`src/rtl/fetch_seq_pkg.sv`:
```
// Shared types and constants for the fetch sequencer: FSM states, opcodes, default widths.
package fetch_seq_pkg;

  localparam int unsigned DefAddrW   = 8;
  localparam int unsigned DefInstrW  = 16;
  localparam int unsigned DefTimeout = 15;

  typedef enum logic [2:0] {
    StIdle,
    StFetch,
    StWait,
    StDecode,
    StUpdate,
    StHalt
  } state_e;

  localparam logic [3:0] OpNop  = 4'b0000;
  localparam logic [3:0] OpAdd  = 4'b0001;
  localparam logic [3:0] OpSub  = 4'b0010;
  localparam logic [3:0] OpNor  = 4'b0011;
  localparam logic [3:0] OpShfl = 4'b1011;
  localparam logic [3:0] OpShfr = 4'b1100;
  localparam logic [3:0] OpJmp  = 4'b1000;
  localparam logic [3:0] OpBrz  = 4'b1001;
  localparam logic [3:0] OpHalt = 4'b1111;

  function automatic logic is_alu_op(input logic [3:0] op);
    return (op == OpAdd) || (op == OpSub) || (op == OpNor) || (op == OpShfl) || (op == OpShfr);
  endfunction

endpackage

```
`src/rtl/instr_decode.sv`:
```
// Combinational opcode decode of the latched instruction register.
module instr_decode
  import fetch_seq_pkg::*;
#(
  parameter int unsigned INSTR_W = DefInstrW
) (
  input  logic [INSTR_W-1:0] ir_i,
  output logic [3:0]         alu_op_o,
  output logic               is_jmp_o,
  output logic               is_brz_o,
  output logic               is_halt_o
);

  logic [3:0] opcode;
  logic       unused_ir;

  assign opcode    = ir_i[15:12];
  assign unused_ir = ^ir_i[11:0];

  // Non-ALU and undefined opcodes present a NOP to the ALU.
  assign alu_op_o  = is_alu_op(opcode) ? opcode : OpNop;
  assign is_jmp_o  = (opcode == OpJmp);
  assign is_brz_o  = (opcode == OpBrz);
  assign is_halt_o = (opcode == OpHalt);

endmodule

```
`src/rtl/fetch_sequencer.sv`:
```
// Instruction fetch/decode/PC-update sequencer.
// Optional fetch watchdog enabled by defining FETCH_TIMEOUT_EN.
module fetch_sequencer
  import fetch_seq_pkg::*;
#(
  parameter int unsigned ADDR_W  = DefAddrW,
  parameter int unsigned INSTR_W = DefInstrW,
  parameter int unsigned TIMEOUT = DefTimeout
) (
  input  logic               clk,
  input  logic               reset,
  input  logic               start,
  input  logic [ADDR_W-1:0]  count,
  output logic               LoadPC,
  output logic               IncPC,
  output logic [ADDR_W-1:0]  new_count,
  output logic               instr_req,
  output logic [ADDR_W-1:0]  instr_addr,
  input  logic               instr_valid,
  input  logic [INSTR_W-1:0] instr_rdata,
  input  logic               zero_flag,
  input  logic               stall,
  output logic [INSTR_W-1:0] ir,
  output logic [3:0]         alu_op,
  output logic               ir_valid,
  output logic               halted,
  output logic               fault
);

  state_e             state_q, state_d;
  logic [INSTR_W-1:0] ir_q, ir_d;
  logic [ADDR_W-1:0]  addr_q, addr_d;
  logic               is_jmp, is_brz, is_halt;
  logic               take_load;
  logic               tmo_hit;

  instr_decode #(
    .INSTR_W (INSTR_W)
  ) u_instr_decode (
    .ir_i      (ir_q),
    .alu_op_o  (alu_op),
    .is_jmp_o  (is_jmp),
    .is_brz_o  (is_brz),
    .is_halt_o (is_halt)
  );

  assign take_load = is_jmp | (is_brz & zero_flag);

`ifdef FETCH_TIMEOUT_EN
  localparam int unsigned TmoW = $clog2(TIMEOUT + 1);

  logic [TmoW-1:0] tmo_cnt_q, tmo_cnt_d;
  logic            fault_q, fault_d;

  assign tmo_hit = (tmo_cnt_q == TmoW'(TIMEOUT - 1));

  always_comb begin
    tmo_cnt_d = '0;
    fault_d   = fault_q;
    if (state_q == StWait && !instr_valid) begin
      tmo_cnt_d = tmo_cnt_q + TmoW'(1);
      if (tmo_hit) fault_d = 1'b1;
    end
  end

  always_ff @(posedge clk) begin
    if (!reset) begin
      tmo_cnt_q <= '0;
      fault_q   <= 1'b0;
    end else begin
      tmo_cnt_q <= tmo_cnt_d;
      fault_q   <= fault_d;
    end
  end

  assign fault = fault_q;
`else
  logic unused_timeout;

  assign tmo_hit        = 1'b0;
  assign fault          = 1'b0;
  assign unused_timeout = ^TIMEOUT;
`endif

  always_comb begin
    state_d    = state_q;
    ir_d       = ir_q;
    addr_d     = addr_q;
    instr_req  = 1'b0;
    instr_addr = '0;
    ir_valid   = 1'b0;
    LoadPC     = 1'b0;
    IncPC      = 1'b0;
    new_count  = '0;
    case (state_q)
      StIdle: begin
        if (start) state_d = StFetch;
      end
      StFetch: begin
        instr_req  = 1'b1;
        instr_addr = count;
        addr_d     = count;
        state_d    = StWait;
      end
      StWait: begin
        instr_req  = 1'b1;
        instr_addr = addr_q;
        if (instr_valid) begin
          ir_d    = instr_rdata;
          state_d = StDecode;
        end else if (tmo_hit) begin
          state_d = StHalt;
        end
      end
      StDecode: begin
        ir_valid = 1'b1;
        state_d  = is_halt ? StHalt : StUpdate;
      end
      StUpdate: begin
        // Strobes are masked while reset is low so a reset cycle never moves the PC.
        if (!stall) begin
          state_d = StFetch;
          if (reset) begin
            if (take_load) begin
              LoadPC    = 1'b1;
              new_count = ADDR_W'(ir_q[7:0]);
            end else begin
              IncPC = 1'b1;
            end
          end
        end
      end
      StHalt: ;
      default: state_d = StIdle;
    endcase
  end

  always_ff @(posedge clk) begin
    if (!reset) begin
      state_q <= StIdle;
      ir_q    <= '0;
      addr_q  <= '0;
    end else begin
      state_q <= state_d;
      ir_q    <= ir_d;
      addr_q  <= addr_d;
    end
  end

  assign ir     = ir_q;
  assign halted = (state_q == StHalt);

endmodule
```
`config.mk`:
```
export PLATFORM = sky130hd
export DESIGN_NAME = fetch_sequencer
export DESIGN_NICKNAME = d
export VERILOG_FILES = /design/src/rtl/fetch_seq_pkg.sv /design/src/rtl/instr_decode.sv /design/src/rtl/fetch_sequencer.sv
export SDC_FILE = /design/constraint.sdc
export NUM_CORES = 1
export LEC_CHECK = 0
export BUFFER_PORTS_ARGS = -buffer_cell sky130_fd_sc_hd__buf_4
export CORE_ASPECT_RATIO = 2
export CORE_MARGIN = 8
export CORE_UTILIZATION = 33
export DETAILED_ROUTE_END_ITERATION = 10
export PLACE_DENSITY = 0.73
export SLEW_MARGIN = 10
export SYNTH_ARGS = -nofsm -noshare
export SYNTH_HDL_FRONTEND = slang
export SYNTH_HIERARCHICAL = 1
export SYNTH_SLANG_ARGS = --single-unit
export TNS_END_PERCENT = 100
```
`constraint.sdc`:
```
create_clock -name clk -period 1.5 [get_ports clk]
set_input_delay 0.3 -clock clk [delete_from_list [all_inputs] [get_ports clk]]
set_output_delay 0.3 -clock clk [all_outputs]
set_load 0.02 [all_outputs]
```
# ---- Word-level counts from Yosys, hierarchy flattened
# Cells that the tools add are included.
dict set report op_classes {
  n_eq_ne 16
  n_mux 21
  bitwise 3
  reduce_logical 8
}
# op count
set op_table {}
lappend op_table {{8-bit two-way mux} 4}
lappend op_table {{4-bit equality test, second input constant} 5}
lappend op_table {{3-bit one-hot mux with 6 select lines} 1}
lappend op_table {{8-bit one-hot mux with 2 select lines} 1}
lappend op_table {{1-bit two-way mux} 11}
lappend op_table {{3-bit two-way mux} 3}
lappend op_table {{4-bit by 2-bit equality test with 1-bit output, second input constant} 2}
lappend op_table {{3-bit by 2-bit equality test with 1-bit output, second input constant} 2}
lappend op_table {{3-bit equality test, second input constant} 2}
lappend op_table {{2-bit inequality test, second input constant} 3}
lappend op_table {{4-bit by 1-bit equality test with 1-bit output, second input constant} 1}
lappend op_table {{1-bit logical OR} 4}
lappend op_table {{4-bit two-way mux} 1}
lappend op_table {{4-bit AND reduction} 1}
lappend op_table {{3-bit by 1-bit equality test with 1-bit output, second input constant} 1}
lappend op_table {{3-bit logical NOT} 1}
lappend op_table {{2-bit AND reduction} 1}
lappend op_table {{2-bit OR reduction} 1}
lappend op_table {{1-bit bitwise AND} 1}
lappend op_table {{1-bit inverter} 1}
lappend op_table {{1-bit bitwise OR} 1}
dict set report totals {
  register_bits 27
  input_bits 30
  output_inout_bits 42
  word_cells 51
}

# ---- Longest topological paths before layout
# Gate-level depths: netlist of run 1.
dict set report depth {
  depth_word 7
  mapped_depth 6
  depth_no_buf 5
}

# ---- Modules after synthesis
# The synthesis of run 1 kept the hierarchy.
# module n_inst cells_per_inst area_per_inst_um2 seq_area_each_um2
set by_module_without_submodules {}
lappend by_module_without_submodules {fetch_sequencer 1 155 1420.1 540.5}
lappend by_module_without_submodules {instr_decode 1 13 75.1 0.0}

# ---- Least setup slack after synthesis of run 1
# No wires, ideal clock.
dict set report synth_path {
  path_kind {reg-to-output}
  from {register ir_q[12] (netlist: ir[12])}
  to {output new_count[0]}
  arrival_time_ps 1575
  required_time_ps 1200
  setup_slack_ps -375
  stages_incl_launch_ff 7
  n_path_buf 1
  path_cell_list {dfxtp_1 > or2b_1 > nor2_1 > a21oi_1 > and4b_1 > buf_2 > and2_1}
}
dict set report synth_via {
  elab_chain_cells 7
  word_cells_on_any_way 8
  cone_classes {2 x eq/ne; 4 x mux; 2 x bitwise}
}
# item line_no
set synth_rtl {}
lappend synth_rtl {{start, declared} fetch_sequencer.sv:31} ;# logic [INSTR_W-1:0] ir_q, ir_d;
lappend synth_rtl {{start signal, assigned} fetch_sequencer.sv:145} ;# ir_q <= ir_d;
lappend synth_rtl {{4-bit equality test} instr_decode.sv:23} ;# assign is_brz_o = (opcode == OpBrz);
lappend synth_rtl {{named net is_brz} fetch_sequencer.sv:33} ;# logic is_jmp, is_brz, is_halt;
lappend synth_rtl {{1-bit bitwise AND} fetch_sequencer.sv:47} ;# assign take_load = is_jmp | (is_brz & zero_flag);
lappend synth_rtl {{1-bit bitwise OR} fetch_sequencer.sv:47}
lappend synth_rtl {{8-bit two-way mux} fetch_sequencer.sv:124} ;# if (take_load) begin
lappend synth_rtl {{8-bit two-way mux} fetch_sequencer.sv:123} ;# if (reset) begin
lappend synth_rtl {{8-bit two-way mux} fetch_sequencer.sv:121} ;# if (!stall) begin
lappend synth_rtl {{8-bit two-way mux} fetch_sequencer.sv:95} ;# case (state_q)
lappend synth_rtl {{end, declared} fetch_sequencer.sv:16} ;# output logic [ADDR_W-1:0] new_count,
# The timed path passes the listed nets, and every way through them passes these cells.

# ---- Worst setup path in the final report of run 1
dict set report layout_path {
  from {register ir_q[12] (netlist: ir[12])}
  to {output new_count[7]}
}
# The elaborated chain is that of the path after synthesis.

==> results of run 1 <==
==> cell type report <==
class | instances | share of cell area (%)
clock buffer | 3 | 1.73
clock inverter | 1 | 0.209
inverter | 3 | 0.470
multi-input combinational | 124 | 38.9
sequential | 27 | 23.2
tap | 54 | 2.82
timing repair buffer | 93 | 32.6
==> cell usage in the layout, fill, tap and decap left out, types with 2 or more instances in the layout <==
master                      n
sky130_fd_sc_hd__a21boi_1   6
sky130_fd_sc_hd__a21boi_2  10
sky130_fd_sc_hd__a22oi_1    4
sky130_fd_sc_hd__a22oi_2    5
sky130_fd_sc_hd__and2_1     3
sky130_fd_sc_hd__and2_4     8
sky130_fd_sc_hd__and4bb_1   2
sky130_fd_sc_hd__buf_4     71
sky130_fd_sc_hd__buf_6     22
sky130_fd_sc_hd__clkbuf_8   3
sky130_fd_sc_hd__dfxtp_1   21
sky130_fd_sc_hd__dfxtp_2    3
sky130_fd_sc_hd__dfxtp_4    3
sky130_fd_sc_hd__inv_2      2
sky130_fd_sc_hd__mux2i_1    8
sky130_fd_sc_hd__nand2_1   24
sky130_fd_sc_hd__nand2_2   10
sky130_fd_sc_hd__nor2_1    11
sky130_fd_sc_hd__nor2b_1    9
sky130_fd_sc_hd__nor2b_4    4
sky130_fd_sc_hd__nor3_1     2
==> logic make-up after synthesis <==
| logic type | after synthesis | synth area share, % |
|---|---|---|
| other | 1 | 0.251 |
| AOI/OAI and AO/OA | 32 | 18.7 |
| buffers and inverters | 18 | 8.20 |
| xor gates and xnor gates | 1 | 0.586 |
| and+or+nand+nor | 81 | 30.8 |
| muxes | 8 | 5.36 |
| DFF | 27 | 36.2 |
==> power by group through the flow <==
stage	registers, mW	logic (mW)	clock network (mW)
after floorplan	0.836	0.326	0
after global placement	0.820	0.552	0
after detailed placement	0.822	0.557	0
after CTS	0.814	0.654	0.432
after global routing	0.823	0.719	0.458
final	0.815	0.670	0.412
==> synthesized netlist by cell type, types with 2 or more instances <==
library cell and count:
sky130_fd_sc_hd__dfxtp_1 27, sky130_fd_sc_hd__nand2_1 24, sky130_fd_sc_hd__and2_1 11, sky130_fd_sc_hd__nor2_1 11, sky130_fd_sc_hd__nor2b_1 11, sky130_fd_sc_hd__a21boi_2 10, sky130_fd_sc_hd__nand2_2 10, sky130_fd_sc_hd__a22oi_1 9
sky130_fd_sc_hd__mux2i_1 8, sky130_fd_sc_hd__a21boi_1 6, sky130_fd_sc_hd__buf_2 4, sky130_fd_sc_hd__clkbuf_1 4, sky130_fd_sc_hd__buf_4 3, sky130_fd_sc_hd__buf_6 3, sky130_fd_sc_hd__inv_1 3, sky130_fd_sc_hd__a21oi_1 2
sky130_fd_sc_hd__and4bb_1 2, sky130_fd_sc_hd__nor3_1 2
==> sequential cells by signal, indices dropped and copies added (netlist names) <==
register / count
state_q: 3
addr_q: 8
ir: 16
==> layer usage <==
metal / track usage [%] / vias to the layer above / part of all wire [%]
met1: 11.4 / 667 / 37
met2: 24.0 / 40 / 57
met3: 3.44 / 2 / 5.5
met5: 0 / - / 0
li1: - / 727 / -
met4: 3.15 / 0 / 0.70
==> through the flow <==
step	setup WS (ns)	TNS [ns]	hold WS [ns]	cell area [um^2]	power [mW]
floorplan	-0.153	-1.22	0.425	1530	1.16
global placement	-0.182	-1.51	0.454	2120	1.37
detailed placement	-0.209	-1.71	0.461	2120	1.38
CTS	-0.473	-5.48	0.257	2370	1.90
global route	-0.545	-6.73	0.253	2390	2.00
finish	-0.477	-5.17	0.261	2390	1.90
==> worst max-delay path, delay by kind of cell, from the launching register on <==
kind	cells	cell delay (ns)
compound gates	1	0.07
flops	1	0.35
simple gates	4	0.73
buf+inv	2	0.25
==> final timing paths <==
check	end
setup / recovery	new_count[7]
hold / removal	ir[5]
setup reg to reg	addr_q[7]
hold reg to reg	ir[10]
==> timing repair <==
action | CTS | global route
resized for setup | 40 | 6
setup buffers | 7 | 2
cloned | 2 | 0
pin swaps | 11 | 8
endpoints found under the setup margin | 22 | 24
==> impl_results.html, run 1 <==
<table>
<tr><th>Metric</th><th>Value</th></tr>
<tr><th colspan="2">Run status</th></tr>
<tr><td>Outcome</td><td>finished, violations left</td></tr>
<tr><td>Violated checks</td><td>negative setup slack</td></tr>
<tr><th colspan="2">Worst setup path</th></tr>
<tr><td>Launching element of the worst setup path</td><td>ir[12]</td></tr>
<tr><td>Cells on worst reg2reg path</td><td>6</td></tr>
<tr><td>Cell-by-cell trace of the critical path</td><td>or2b_1 &gt; nor2_1 &gt; a21oi_1 &gt; and4b_1 &gt; buf_6 &gt; and2_4 &gt; buf_6</td></tr>
<tr><td>Highest cell delay on the worst timing path</td><td>0.35 ns</td></tr>
<tr><td>Flop-to-flop setup slack</td><td>0.15 ns</td></tr>
<tr><td>Critical path's slowest cell</td><td>sky130_fd_sc_hd__dfxtp_4</td></tr>
<tr><td>Peak fanout along the critical path</td><td>9</td></tr>
<tr><td>Critical path start-end classification</td><td>reg -&gt; out</td></tr>
<tr><td>WP data arrival</td><td>1.68 ns</td></tr>
<tr><td>Startpoint kind of the worst setup timing path</td><td>flop</td></tr>
<tr><td>Cell seen most often among critical-path stages</td><td>sky130_fd_sc_hd__buf_6</td></tr>
<tr><td>CP endpoint kind</td><td>output pin</td></tr>
<tr><td>Worst R2R Start</td><td>state_q[1]</td></tr>
<tr><td>Critical Path RT</td><td>1.20 ns</td></tr>
<tr><th colspan="2">Routing</th></tr>
<tr><td>Routed via count</td><td>1436</td></tr>
<tr><td>Mean routed wirelength per cell</td><td>14.5 um</td></tr>
<tr><td>Number of nets still failing antenna checks after routing</td><td>0</td></tr>
<tr><td>TritonRoute pass-1 iters</td><td>4</td></tr>
<tr><td>Total wire length</td><td>4410 um</td></tr>
<tr><td>DRC marker count from the first detailed-route iteration</td><td>28</td></tr>
<tr><td>Mean number of vias per cell</td><td>4.71</td></tr>
<tr><td>Post-detailed-route DRC marker count</td><td>0</td></tr>
<tr><th colspan="2">Synthesis</th></tr>
<tr><td>EDFF count, synth</td><td>0</td></tr>
<tr><td>Most used DFF post-synth</td><td>sky130_fd_sc_hd__dfxtp_1</td></tr>
<tr><td>Post-synth top area cell</td><td>sky130_fd_sc_hd__dfxtp_1</td></tr>
<tr><td>Total number of yosys warnings</td><td>6</td></tr>
<tr><td>Share of synthesized registers carrying an async set or reset</td><td>0%</td></tr>
<tr><td>Post-synth net total</td><td>198</td></tr>
<tr><td>Netlist Area Pre-Place</td><td>1500 um^2</td></tr>
<tr><td>Distinct cell type count after synthesis</td><td>36</td></tr>
<tr><td>Syn avg cell area</td><td>8.90 um^2</td></tr>
<tr><td>Sequential fraction of the synthesis area</td><td>36.2%</td></tr>
<tr><td>Synthesized instance count</td><td>168</td></tr>
<tr><td>Number of storage elements in the synthesis netlist</td><td>27</td></tr>
<tr><td>Leading post-synthesis cells by cell area</td><td>sky130_fd_sc_hd__dfxtp_1 (36%), sky130_fd_sc_hd__a21boi_2 (7.5%), sky130_fd_sc_hd__nand2_1 (6.0%)</td></tr>
<tr><td>Area share of the largest cell type after synthesis</td><td>36.2%</td></tr>
<tr><th colspan="2">Clock network</th></tr>
<tr><td>Clock latency on the worst-skew pair</td><td>0.27 ns</td></tr>
<tr><td>Clk root buf</td><td>sky130_fd_sc_hd__clkbuf_8</td></tr>
<tr><td>CTS Buf Count</td><td>3</td></tr>
<tr><td>Clock-pin slew of the registers on the worst-case setup and hold paths</td><td>0.10 ns</td></tr>
<tr><td>Post-CTS Hold Buffers</td><td>0</td></tr>
<tr><td>Clock buffer depth</td><td>2</td></tr>
<tr><td>Sinks on the clock net</td><td>27</td></tr>
<tr><td>Clock tree from TritonCTS</td><td>done</td></tr>
<tr><td>Htree depth</td><td>1</td></tr>
<tr><th colspan="2">Placed design</th></tr>
<tr><td>Final HPWL from detailed placement</td><td>3380 um</td></tr>
<tr><td>GP Congestion</td><td>0.728</td></tr>
<tr><td>Number of placed cells counting well taps</td><td>293</td></tr>
<tr><td>Count of port buffers added during placement</td><td>70</td></tr>
<tr><th colspan="2">Power and ir drop</th></tr>
<tr><td>Net switching power</td><td>0.584 mW</td></tr>
<tr><td>Standby leakage power</td><td>1.03 nW</td></tr>
<tr><td>Fraction of power consumed by the clock network</td><td>21.7%</td></tr>
<tr><td>Combinational share of power</td><td>35.3%</td></tr>
<tr><td>Power density of the placed cells</td><td>792 nW/um^2</td></tr>
<tr><td>Fraction of power spent switching nets</td><td>30.8%</td></tr>
<tr><td>Relative contribution of sequential cells to total power</td><td>43.0%</td></tr>
<tr><td>Internal power consumption</td><td>1.31 mW</td></tr>
<tr><td>Peak supply drop</td><td>0.534 mV</td></tr>
<tr><th colspan="2">Final layout</th></tr>
<tr><td>Footprint of the flip-flops and latches</td><td>556 um^2</td></tr>
<tr><td>Multi-input logic area</td><td>932 um^2</td></tr>
<tr><td>Final std cells w/o fill</td><td>305</td></tr>
<tr><td>Util after Layout</td><td>55.2%</td></tr>
<tr><td>Number of filler cells placed in the layout</td><td>415</td></tr>
<tr><td>Fraction of final layout cells sized beyond drive strength 1</td><td>58.6%</td></tr>
<tr><td>Final nets</td><td>282</td></tr>
<tr><td>Post-synthesis to final-layout area growth</td><td>60.1%</td></tr>
<tr><td>Number of diodes</td><td>0</td></tr>
<tr><th colspan="2">STA</th></tr>
<tr><td>Final Hold Violating Endpoints</td><td>0</td></tr>
<tr><td>Finish-stage setup viols</td><td>23</td></tr>
<tr><td>Final Worst Setup Slack</td><td>-0.477 ns</td></tr>
<tr><td>Fmax</td><td>506 MHz</td></tr>
<tr><td>Count of final max-slew check failures</td><td>0</td></tr>
<tr><td>Worst Clk Skew</td><td>0.00902 ns</td></tr>
<tr><td>Unrepaired setup endpoints after global routing</td><td>yes</td></tr>
<tr><td>Post-layout min period</td><td>1.98 ns</td></tr>
<tr><td>Fraction of the cycle the final worst path needs</td><td>132%</td></tr>
<tr><th colspan="2">Floorplanning</th></tr>
<tr><td>Die area</td><td>7070 um^2</td></tr>
<tr><td>DIE HEIGHT</td><td>111 um</td></tr>
<tr><td>Total core area</td><td>4340 um^2</td></tr>
<tr><td>Number of rows created at floorplan</td><td>34</td></tr>
<tr><td>X dimension of the die</td><td>63.6 um</td></tr>
<tr><td>Initial core utilization</td><td>34.5%</td></tr>
<tr><td>Count of pins on the block boundary</td><td>72</td></tr>
<tr><th colspan="2">Min path</th></tr>
<tr><td>Startpoint of the tightest hold check path</td><td>instr_rdata[5]</td></tr>
<tr><td>Hold crit path type</td><td>in -&gt; reg</td></tr>
<tr><td>Instance count along the most critical hold path</td><td>3</td></tr>
<tr><th colspan="2">Run</th></tr>
<tr><td>Max-cap violations</td><td>0</td></tr>
<tr><th colspan="2">Global route</th></tr>
<tr><td>Largest net degree at the start of global routing</td><td>29</td></tr>
<tr><td>GRT Residual Overflow</td><td>0</td></tr>
<tr><td>Global-route wire length before repair</td><td>7040 um</td></tr>
<tr><td>Initial antenna violation count</td><td>0</td></tr>
<tr><td>Total routing resource utilization after global routing</td><td>12.2%</td></tr>
<tr><td>Via count of the first global-routing pass</td><td>1444</td></tr>
</table>
(Power assumes the default switching activity.)
==> inputs of run 2 (changes only) <==
--- a/config.mk
+++ b/config.mk
@@ -9,6 +9,7 @@
 export CORE_ASPECT_RATIO = 2
 export CORE_MARGIN = 8
 export CORE_UTILIZATION = 33
+export CTS_BUF_LIST = sky130_fd_sc_hd__clkbuf_16
 export DETAILED_ROUTE_END_ITERATION = 10
 export PLACE_DENSITY = 0.73
 export SLEW_MARGIN = 10
==> impl_results.html, run 2 (synthesis results as in run 1) <==
<table>
<tr><th>Metric</th><th>Value</th></tr>
<tr><th colspan="2">STA</th></tr>
<tr><td>Hold WS</td><td>0.277 ns (+0.0154 ns)</td></tr>
<tr><td>Final total negative setup slack</td><td>-5.68 ns (-0.510 ns)</td></tr>
<tr><td>Post-layout min period</td><td>1.96 ns (-0.0133 ns)</td></tr>
<tr><td>Count of final max-slew check failures</td><td>0 (unchanged)</td></tr>
<tr><td>Final Hold Violating Endpoints</td><td>0 (unchanged)</td></tr>
<tr><td>Final Worst Setup Slack</td><td>-0.464 ns (+0.0133 ns)</td></tr>
<tr><td>Unrepaired setup endpoints after global routing</td><td>yes</td></tr>
<tr><td>Worst Clk Skew</td><td>0.00471 ns (-0.00431 ns)</td></tr>
<tr><td>Fraction of the cycle the final worst path needs</td><td>131% (-0.89 points)</td></tr>
<tr><td>Fmax</td><td>509 MHz (+0.68%)</td></tr>
<tr><td>Finish-stage setup viols</td><td>24 (+4.3%)</td></tr>
<tr><th colspan="2">Routing</th></tr>
<tr><td>TritonRoute pass-1 iters</td><td>3 (-1)</td></tr>
<tr><td>Post-detailed-route DRC marker count</td><td>0 (unchanged)</td></tr>
<tr><td>DRC marker count from the first detailed-route iteration</td><td>38 (+36%)</td></tr>
<tr><td>Total wire length</td><td>4580 um (+3.9%)</td></tr>
<tr><td>Number of nets still failing antenna checks after routing</td><td>0 (unchanged)</td></tr>
<tr><td>Mean routed wirelength per cell</td><td>14.8 um (+2.5%)</td></tr>
<tr><td>Mean number of vias per cell</td><td>4.70 (-0.13%)</td></tr>
<tr><td>Routed via count</td><td>1453 (+1.2%)</td></tr>
<tr><th colspan="2">Placed design</th></tr>
<tr><td>Final HPWL from detailed placement</td><td>3380 um (unchanged)</td></tr>
<tr><td>Placed Instance Area</td><td>2120 um^2 (unchanged)</td></tr>
<tr><td>GP Congestion</td><td>0.728 (unchanged)</td></tr>
<tr><td>Count of port buffers added during placement</td><td>70 (unchanged)</td></tr>
<tr><th colspan="2">Power and ir drop</th></tr>
<tr><td>Tot Pwr</td><td>2.13 mW (+12%)</td></tr>
<tr><td>Power density of the placed cells</td><td>855 nW/um^2 (+7.8%)</td></tr>
<tr><td>Peak supply drop</td><td>0.588 mV (+10%)</td></tr>
<tr><td>Standby leakage power</td><td>1.07 nW (+3.6%)</td></tr>
<tr><th colspan="2">Worst setup path</th></tr>
<tr><td>Worst R2R Start</td><td>state_q[1]</td></tr>
<tr><td>WP data arrival</td><td>1.66 ns (-0.02 ns)</td></tr>
<tr><td>Critical Path RT</td><td>1.20 ns (about the same)</td></tr>
<tr><td>End of the worst register-to-register path</td><td>state_q[0]</td></tr>
<tr><td>Critical path start-end classification</td><td>reg -&gt; out</td></tr>
<tr><td>Flop-to-flop setup slack</td><td>0.12 ns (-0.03 ns)</td></tr>
<tr><td>CP endpoint kind</td><td>output pin</td></tr>
<tr><td>Startpoint kind of the worst setup timing path</td><td>flop</td></tr>
<tr><td>Cells on worst reg2reg path</td><td>6 (unchanged)</td></tr>
<tr><td>Peak fanout along the critical path</td><td>9 (unchanged)</td></tr>
<tr><th colspan="2">Min path</th></tr>
<tr><td>Startpoint of the tightest hold check path</td><td>instr_rdata[10]</td></tr>
<tr><td>Worst hold endpoint</td><td>ir[10]</td></tr>
<tr><td>Hold crit path type</td><td>in -&gt; reg</td></tr>
<tr><td>Instance count along the most critical hold path</td><td>3 (unchanged)</td></tr>
<tr><th colspan="2">Run status</th></tr>
<tr><td>Violated checks</td><td>negative setup slack</td></tr>
<tr><td>Outcome</td><td>finished, violations left</td></tr>
<tr><th colspan="2">Final layout</th></tr>
<tr><td>Post-synthesis to final-layout area growth</td><td>66.4%</td></tr>
<tr><td>Fin area</td><td>2490 um^2 (+3.9%)</td></tr>
<tr><td>Number of diodes</td><td>0 (unchanged)</td></tr>
<tr><td>Final nets</td><td>286 (+1.4%)</td></tr>
<tr><td>Fraction of final layout cells sized beyond drive strength 1</td><td>60.4% (+1.8 points)</td></tr>
<tr><td>Most frequent standard cell in the layout excluding fill and tap cells</td><td>sky130_fd_sc_hd__buf_4</td></tr>
<tr><td>Max FFs per register</td><td>16 (unchanged)</td></tr>
<tr><td>Leading cell types in the layout, fill and taps excluded</td><td>sky130_fd_sc_hd__buf_4 (71), sky130_fd_sc_hd__buf_6 (26), sky130_fd_sc_hd__nand2_1 (24), sky130_fd_sc_hd__dfxtp_1 (21), sky130_fd_sc_hd__nor2_1 (11)</td></tr>
<tr><td>Number of filler cells placed in the layout</td><td>409 (-1.4%)</td></tr>
<tr><th colspan="2">Floorplanning</th></tr>
<tr><td>Count of pins on the block boundary</td><td>72 (unchanged)</td></tr>
<tr><td>Number of rows created at floorplan</td><td>34 (unchanged)</td></tr>
<tr><td>X dimension of the die</td><td>63.6 um (unchanged)</td></tr>
<tr><td>Total core area</td><td>4340 um^2 (unchanged)</td></tr>
<tr><td>Initial core utilization</td><td>34.5% (unchanged)</td></tr>
<tr><td>Die area</td><td>7070 um^2 (unchanged)</td></tr>
<tr><td>DIE HEIGHT</td><td>111 um (unchanged)</td></tr>
<tr><th colspan="2">Run</th></tr>
<tr><td>Max-cap violations</td><td>0 (unchanged)</td></tr>
<tr><th colspan="2">Clock network</th></tr>
<tr><td>Clock-pin slew of the registers on the worst-case setup and hold paths</td><td>0.07 ns (-0.03 ns)</td></tr>
<tr><td>Clock buffer depth</td><td>2 (unchanged)</td></tr>
<tr><td>Clock tree from TritonCTS</td><td>done</td></tr>
<tr><td>CTS Buf Count</td><td>3 (unchanged)</td></tr>
<tr><td>Clk root buf</td><td>sky130_fd_sc_hd__clkbuf_16</td></tr>
<tr><td>Htree depth</td><td>1 (unchanged)</td></tr>
<tr><td>Sinks on the clock net</td><td>27 (unchanged)</td></tr>
<tr><td>Clock latency on the worst-skew pair</td><td>0.26 ns (about the same)</td></tr>
<tr><th colspan="2">Global route</th></tr>
<tr><td>Via count of the first global-routing pass</td><td>1457 (+0.90%)</td></tr>
<tr><td>Largest net degree at the start of global routing</td><td>29 (unchanged)</td></tr>
<tr><td>Total routing resource utilization after global routing</td><td>12.3% (+0.16 points)</td></tr>
<tr><td>GRT Residual Overflow</td><td>0 (unchanged)</td></tr>
<tr><td>Global-route wire length before repair</td><td>7130 um (+1.3%)</td></tr>
<tr><td>Initial antenna violation count</td><td>0 (unchanged)</td></tr>
</table>
## run 2: changes by cell type in the layout (fill, tap and decap cells not counted), sizes merged
cell and change:
buf +4
## run 2: routing by layer
layer | vias up | part of all wire [%] | global-route usage (%)
met1 | 673 | 37 | 11.8
met4 | 0 | 1.0 | 3.60
met2 | 39 | 56 | 24.0
met5 | - | 0 | 0
li1 | 737 | - | -
met3 | 4 | 5.5 | 3.44
## run 2: metrics by stage
stage	cells	setup WS, ns	utilization, %
floorplan	168	-0.153	-
global placement	293	-0.182	49.0
detailed placement	293	-0.209	49.0
CTS	306	-0.451	55.8
global route	309	-0.517	57.3
finish	309	-0.464	57.3
## run 2: worst max path at each step
stage	startpoint	endpoint	slack, ns
3_3_place_gp	ir[12]	new_count[6]	-0.18
3_5_place_dp	ir[12]	new_count[4]	-0.21
4_1_cts	ir[12]	new_count[7]	-0.45
2_1_floorplan	ir[12]	new_count[0]	-0.15
6_report	ir[12]	new_count[7]	-0.46
5_1_grt	ir[12]	new_count[7]	-0.52
## run 2: power by group
part	leakage [nW]	internal (mW)	switching, mW
registers	0.223	0.770	0.0474
clock network	0.0409	0.360	0.247
logic	0.805	0.374	0.327
## run 2: timing repair
action                     4_1_cts  5_1_grt
setup endpoints to repair       22       25
cloned                           2        0
hold buffers                     0        0
gates resized for setup         41       11
buffers inserted                 9        3
pin swaps                       11        9
## run 2: worst max-delay path, stage by stage (launching register included)
cell and delay (ns):
sky130_fd_sc_hd__dfxtp_4 0.34, sky130_fd_sc_hd__or2b_1 0.23, sky130_fd_sc_hd__nor2_1 0.09, sky130_fd_sc_hd__a21oi_1 0.07
sky130_fd_sc_hd__and4b_1 0.27, sky130_fd_sc_hd__buf_6 0.14, sky130_fd_sc_hd__and2_4 0.15, sky130_fd_sc_hd__buf_6 0.11
## run 2: layout make-up
cell class | instances | area [um^2] | area share (%)
multi-input combinational | 124 | 947 | 38.1
inverter | 3 | 11.3 | 0.453
clock buffer | 3 | 75.1 | 3.02
sequential | 27 | 556 | 22.3
clock inverter | 1 | 5.00 | 0.201
timing repair buffer | 97 | 826 | 33.2
tap | 54 | 67.6 | 2.72
==> inputs of run 3 (changes only) <==
--- a/config.mk
+++ b/config.mk
@@ -8,10 +8,10 @@
 export BUFFER_PORTS_ARGS = -buffer_cell sky130_fd_sc_hd__buf_4
 export CORE_ASPECT_RATIO = 2
 export CORE_MARGIN = 8
-export CORE_UTILIZATION = 33
+export CORE_UTILIZATION = 41
 export CTS_BUF_LIST = sky130_fd_sc_hd__clkbuf_16
 export DETAILED_ROUTE_END_ITERATION = 10
-export PLACE_DENSITY = 0.73
+export PLACE_DENSITY = 0.85
 export SLEW_MARGIN = 10
 export SYNTH_ARGS = -nofsm -noshare
 export SYNTH_HDL_FRONTEND = slang
==> impl_results.html, run 3 (synthesis results as in run 1) <==
<table>
<tr><th>Metric</th><th>Value</th></tr>
<tr><th colspan="2">Final layout</th></tr>
<tr><td>Number of filler cells placed in the layout</td><td>295 (-28%)</td></tr>
<tr><td>Footprint of the flip-flops and latches</td><td>556 um^2 (unchanged)</td></tr>
<tr><td>Final nets</td><td>283 (-1.0%)</td></tr>
<tr><td>Leading cell types in the layout, fill and taps excluded</td><td>sky130_fd_sc_hd__buf_4 (75), sky130_fd_sc_hd__nand2_1 (24), sky130_fd_sc_hd__dfxtp_1 (21), sky130_fd_sc_hd__buf_6 (18), sky130_fd_sc_hd__nor2_1 (11)</td></tr>
<tr><td>Most frequent standard cell in the layout excluding fill and tap cells</td><td>sky130_fd_sc_hd__buf_4</td></tr>
<tr><td>Post-synthesis to final-layout area growth</td><td>61.1%</td></tr>
<tr><td>Multi-input logic area</td><td>936 um^2 (-1.2%)</td></tr>
<tr><td>Max FFs per register</td><td>16 (unchanged)</td></tr>
<tr><td>Fraction of final layout cells sized beyond drive strength 1</td><td>56.7% (-3.6 points)</td></tr>
<tr><td>Number of diodes</td><td>0 (unchanged)</td></tr>
<tr><td>Util after Layout</td><td>67.5% (+10 points)</td></tr>
<tr><th colspan="2">Global route</th></tr>
<tr><td>Via count of the first global-routing pass</td><td>1405 (-3.6%)</td></tr>
<tr><td>GRT Residual Overflow</td><td>0 (unchanged)</td></tr>
<tr><td>Largest net degree at the start of global routing</td><td>29 (unchanged)</td></tr>
<tr><td>Total routing resource utilization after global routing</td><td>14.2% (+1.9 points)</td></tr>
<tr><td>Initial antenna violation count</td><td>0 (unchanged)</td></tr>
<tr><td>Global-route wire length before repair</td><td>6600 um (-7.4%)</td></tr>
<tr><th colspan="2">Worst setup path</th></tr>
<tr><td>Startpoint kind of the worst setup timing path</td><td>flop</td></tr>
<tr><td>Flop-to-flop setup slack</td><td>0.13 ns (about the same)</td></tr>
<tr><td>Worst R2R Start</td><td>state_q[1]</td></tr>
<tr><td>Cells on worst reg2reg path</td><td>6 (unchanged)</td></tr>
<tr><td>Critical Path RT</td><td>1.20 ns (about the same)</td></tr>
<tr><td>WP data arrival</td><td>1.68 ns (+0.02 ns)</td></tr>
<tr><td>Critical path start-end classification</td><td>reg -&gt; out</td></tr>
<tr><td>CP endpoint kind</td><td>output pin</td></tr>
<tr><td>Peak fanout along the critical path</td><td>9 (unchanged)</td></tr>
<tr><td>End of the worst register-to-register path</td><td>addr_q[4]</td></tr>
<tr><th colspan="2">STA</th></tr>
<tr><td>Fmax</td><td>504 MHz (-1.0%)</td></tr>
<tr><td>Count of final max-slew check failures</td><td>0 (unchanged)</td></tr>
<tr><td>Finish-stage setup viols</td><td>22 (-8.3%)</td></tr>
<tr><td>Unrepaired setup endpoints after global routing</td><td>yes</td></tr>
<tr><td>Worst Clk Skew</td><td>0.00298 ns (-0.00173 ns)</td></tr>
<tr><td>Final Worst Setup Slack</td><td>-0.484 ns (-0.0202 ns)</td></tr>
<tr><td>Final Hold Violating Endpoints</td><td>0 (unchanged)</td></tr>
<tr><td>Fraction of the cycle the final worst path needs</td><td>132% (+1.3 points)</td></tr>
<tr><td>Post-layout min period</td><td>1.98 ns (+0.0202 ns)</td></tr>
<tr><th colspan="2">Routing</th></tr>
<tr><td>Mean number of vias per cell</td><td>4.81 (+2.4%)</td></tr>
<tr><td>DRC marker count from the first detailed-route iteration</td><td>18 (-53%)</td></tr>
<tr><td>Total wire length</td><td>4420 um (-3.6%)</td></tr>
<tr><td>Routed via count</td><td>1449 (-0.28%)</td></tr>
<tr><td>Number of nets still failing antenna checks after routing</td><td>0 (unchanged)</td></tr>
<tr><td>Mean routed wirelength per cell</td><td>14.7 um (-1.1%)</td></tr>
<tr><td>TritonRoute pass-1 iters</td><td>3 (unchanged)</td></tr>
<tr><td>Post-detailed-route DRC marker count</td><td>0 (unchanged)</td></tr>
<tr><th colspan="2">Clock network</th></tr>
<tr><td>Htree depth</td><td>1 (unchanged)</td></tr>
<tr><td>Clk root buf</td><td>sky130_fd_sc_hd__clkbuf_16</td></tr>
<tr><td>Sinks on the clock net</td><td>27 (unchanged)</td></tr>
<tr><td>Clock latency on the worst-skew pair</td><td>0.26 ns (about the same)</td></tr>
<tr><td>Clock-pin slew of the registers on the worst-case setup and hold paths</td><td>0.06 ns (about the same)</td></tr>
<tr><td>Post-CTS Hold Buffers</td><td>0 (unchanged)</td></tr>
<tr><td>Clock tree from TritonCTS</td><td>done</td></tr>
<tr><td>Clock buffer depth</td><td>2 (unchanged)</td></tr>
<tr><td>CTS Buf Count</td><td>3 (unchanged)</td></tr>
<tr><th colspan="2">Min path</th></tr>
<tr><td>Worst hold endpoint</td><td>ir[15]</td></tr>
<tr><td>Startpoint of the tightest hold check path</td><td>instr_rdata[15]</td></tr>
<tr><td>Hold crit path type</td><td>in -&gt; reg</td></tr>
<tr><td>Instance count along the most critical hold path</td><td>3 (unchanged)</td></tr>
<tr><th colspan="2">Placed design</th></tr>
<tr><td>Final HPWL from detailed placement</td><td>3290 um (-2.8%)</td></tr>
<tr><td>Worst setup slack after placement</td><td>-0.235 ns (-0.0256 ns)</td></tr>
<tr><td>Count of port buffers added during placement</td><td>70 (unchanged)</td></tr>
<tr><td>GP Congestion</td><td>0.754 (+3.6%)</td></tr>
<tr><th colspan="2">Floorplanning</th></tr>
<tr><td>Initial core utilization</td><td>41.9% (+7.4 points)</td></tr>
<tr><td>Die area</td><td>5950 um^2 (-16%)</td></tr>
<tr><td>DIE HEIGHT</td><td>101 um (-8.8%)</td></tr>
<tr><td>X dimension of the die</td><td>58.7 um (-7.7%)</td></tr>
<tr><td>Count of pins on the block boundary</td><td>72 (unchanged)</td></tr>
<tr><td>Total core area</td><td>3570 um^2 (-18%)</td></tr>
<tr><td>Number of rows created at floorplan</td><td>31 (-8.8%)</td></tr>
<tr><th colspan="2">Run status</th></tr>
<tr><td>Violated checks</td><td>negative setup slack</td></tr>
<tr><td>Outcome</td><td>finished, violations left</td></tr>
<tr><th colspan="2">Power and ir drop</th></tr>
<tr><td>Relative contribution of sequential cells to total power</td><td>39.0% (+0.6 points)</td></tr>
<tr><td>Combinational share of power</td><td>32.2% (-0.8 points)</td></tr>
<tr><td>Standby leakage power</td><td>1.05 nW (-1.8%)</td></tr>
<tr><td>Peak supply drop</td><td>0.979 mV (+66%)</td></tr>
<tr><td>Net switching power</td><td>0.601 mW (-3.4%)</td></tr>
<tr><td>Fraction of power consumed by the clock network</td><td>28.7% (about the same)</td></tr>
<tr><td>Fraction of power spent switching nets</td><td>28.9% (-0.38 points)</td></tr>
<tr><td>Power density of the placed cells</td><td>863 nW/um^2 (+1.0%)</td></tr>
<tr><td>Internal power consumption</td><td>1.48 mW (-1.6%)</td></tr>
<tr><th colspan="2">Run</th></tr>
<tr><td>Max-cap violations</td><td>0 (unchanged)</td></tr>
</table>
==> run 3: cell count changes in the layout (fill, tap and decap cells not counted) <==
cell,previous run,this run
sky130_fd_sc_hd__clkinv_2,1,0
sky130_fd_sc_hd__buf_6,26,18
sky130_fd_sc_hd__a22oi_2,8,4
sky130_fd_sc_hd__nor2b_4,4,5
sky130_fd_sc_hd__buf_4,71,75
sky130_fd_sc_hd__inv_2,2,0
sky130_fd_sc_hd__a211oi_2,1,0
sky130_fd_sc_hd__a22oi_1,1,5
sky130_fd_sc_hd__a211oi_1,0,1
sky130_fd_sc_hd__inv_1,1,4
==> run 3: worst max-delay path by stage <==
stage          slack [ns]  startpoint            to
4_1_cts             -0.48      ir[12]  new_count[5]
3_3_place_gp        -0.18      ir[12]  new_count[7]
6_report            -0.48      ir[12]  new_count[5]
2_1_floorplan       -0.15      ir[12]  new_count[0]
5_1_grt             -0.59      ir[12]  new_count[5]
3_5_place_dp        -0.23      ir[12]  new_count[5]
==> run 3: worst max-delay path, stage by stage, from the launching register on <==
cell and delay [ns]:
sky130_fd_sc_hd__dfxtp_4 0.35, sky130_fd_sc_hd__or2b_1 0.25, sky130_fd_sc_hd__nor2_1 0.10, sky130_fd_sc_hd__a21oi_1 0.08, sky130_fd_sc_hd__and4b_1 0.26, sky130_fd_sc_hd__buf_6 0.13, sky130_fd_sc_hd__and2_4 0.14, sky130_fd_sc_hd__buf_6 0.11
==> run 3: per-stage QoR <==
stage	TNS [ns]	instance area [um^2]	cells	power [mW]	hold WS (ns)
global route	-7.31	2410	301	2.17	0.280
global placement	-2.67	2130	290	1.37	0.454
CTS	-4.97	2330	296	2.02	0.278
detailed placement	-3.25	2130	290	1.38	0.462
floorplan	-1.22	1530	168	1.16	0.425
finish	-5.55	2410	301	2.08	0.278
==> run 3: what timing repair did <==
item	CTS	global route
setup endpoints to repair	22	23
buffers inserted	1	5
pin swaps	5	4
cloned	2	0
gates resized for setup	26	10
==> run 3: metal layers <==
| layer | share of wire [%] | track usage, % |
|---|---|---|
| met1 | 36 | 13.9 |
| met2 | 57 | 27.6 |
| met3 | 6.0 | 3.31 |
| met4 | 1.1 | 4.45 |
| met5 | 0 | 0 |
==> run 3: power groups by stage <==
stage / Clock, mW / Combinational [mW] / Sequential, mW
2_1_floorplan: 0 / 0.326 / 0.836
3_3_place_gp: 0 / 0.554 / 0.814
3_5_place_dp: 0 / 0.562 / 0.817
4_1_cts: 0.606 / 0.597 / 0.818
5_1_grt: 0.629 / 0.719 / 0.819
6_report: 0.597 / 0.671 / 0.812
==> run 3: layout make-up <==
cell class	instances	share of cell area, %
Multi-Input combinational cell	125	38.9
Timing Repair Buffer	93	31.8
Sequential cell	27	23.1
Clock buffer	3	3.12
Tap cell	49	2.55
Inverter	3	0.468
Clock inverter	1	0.156
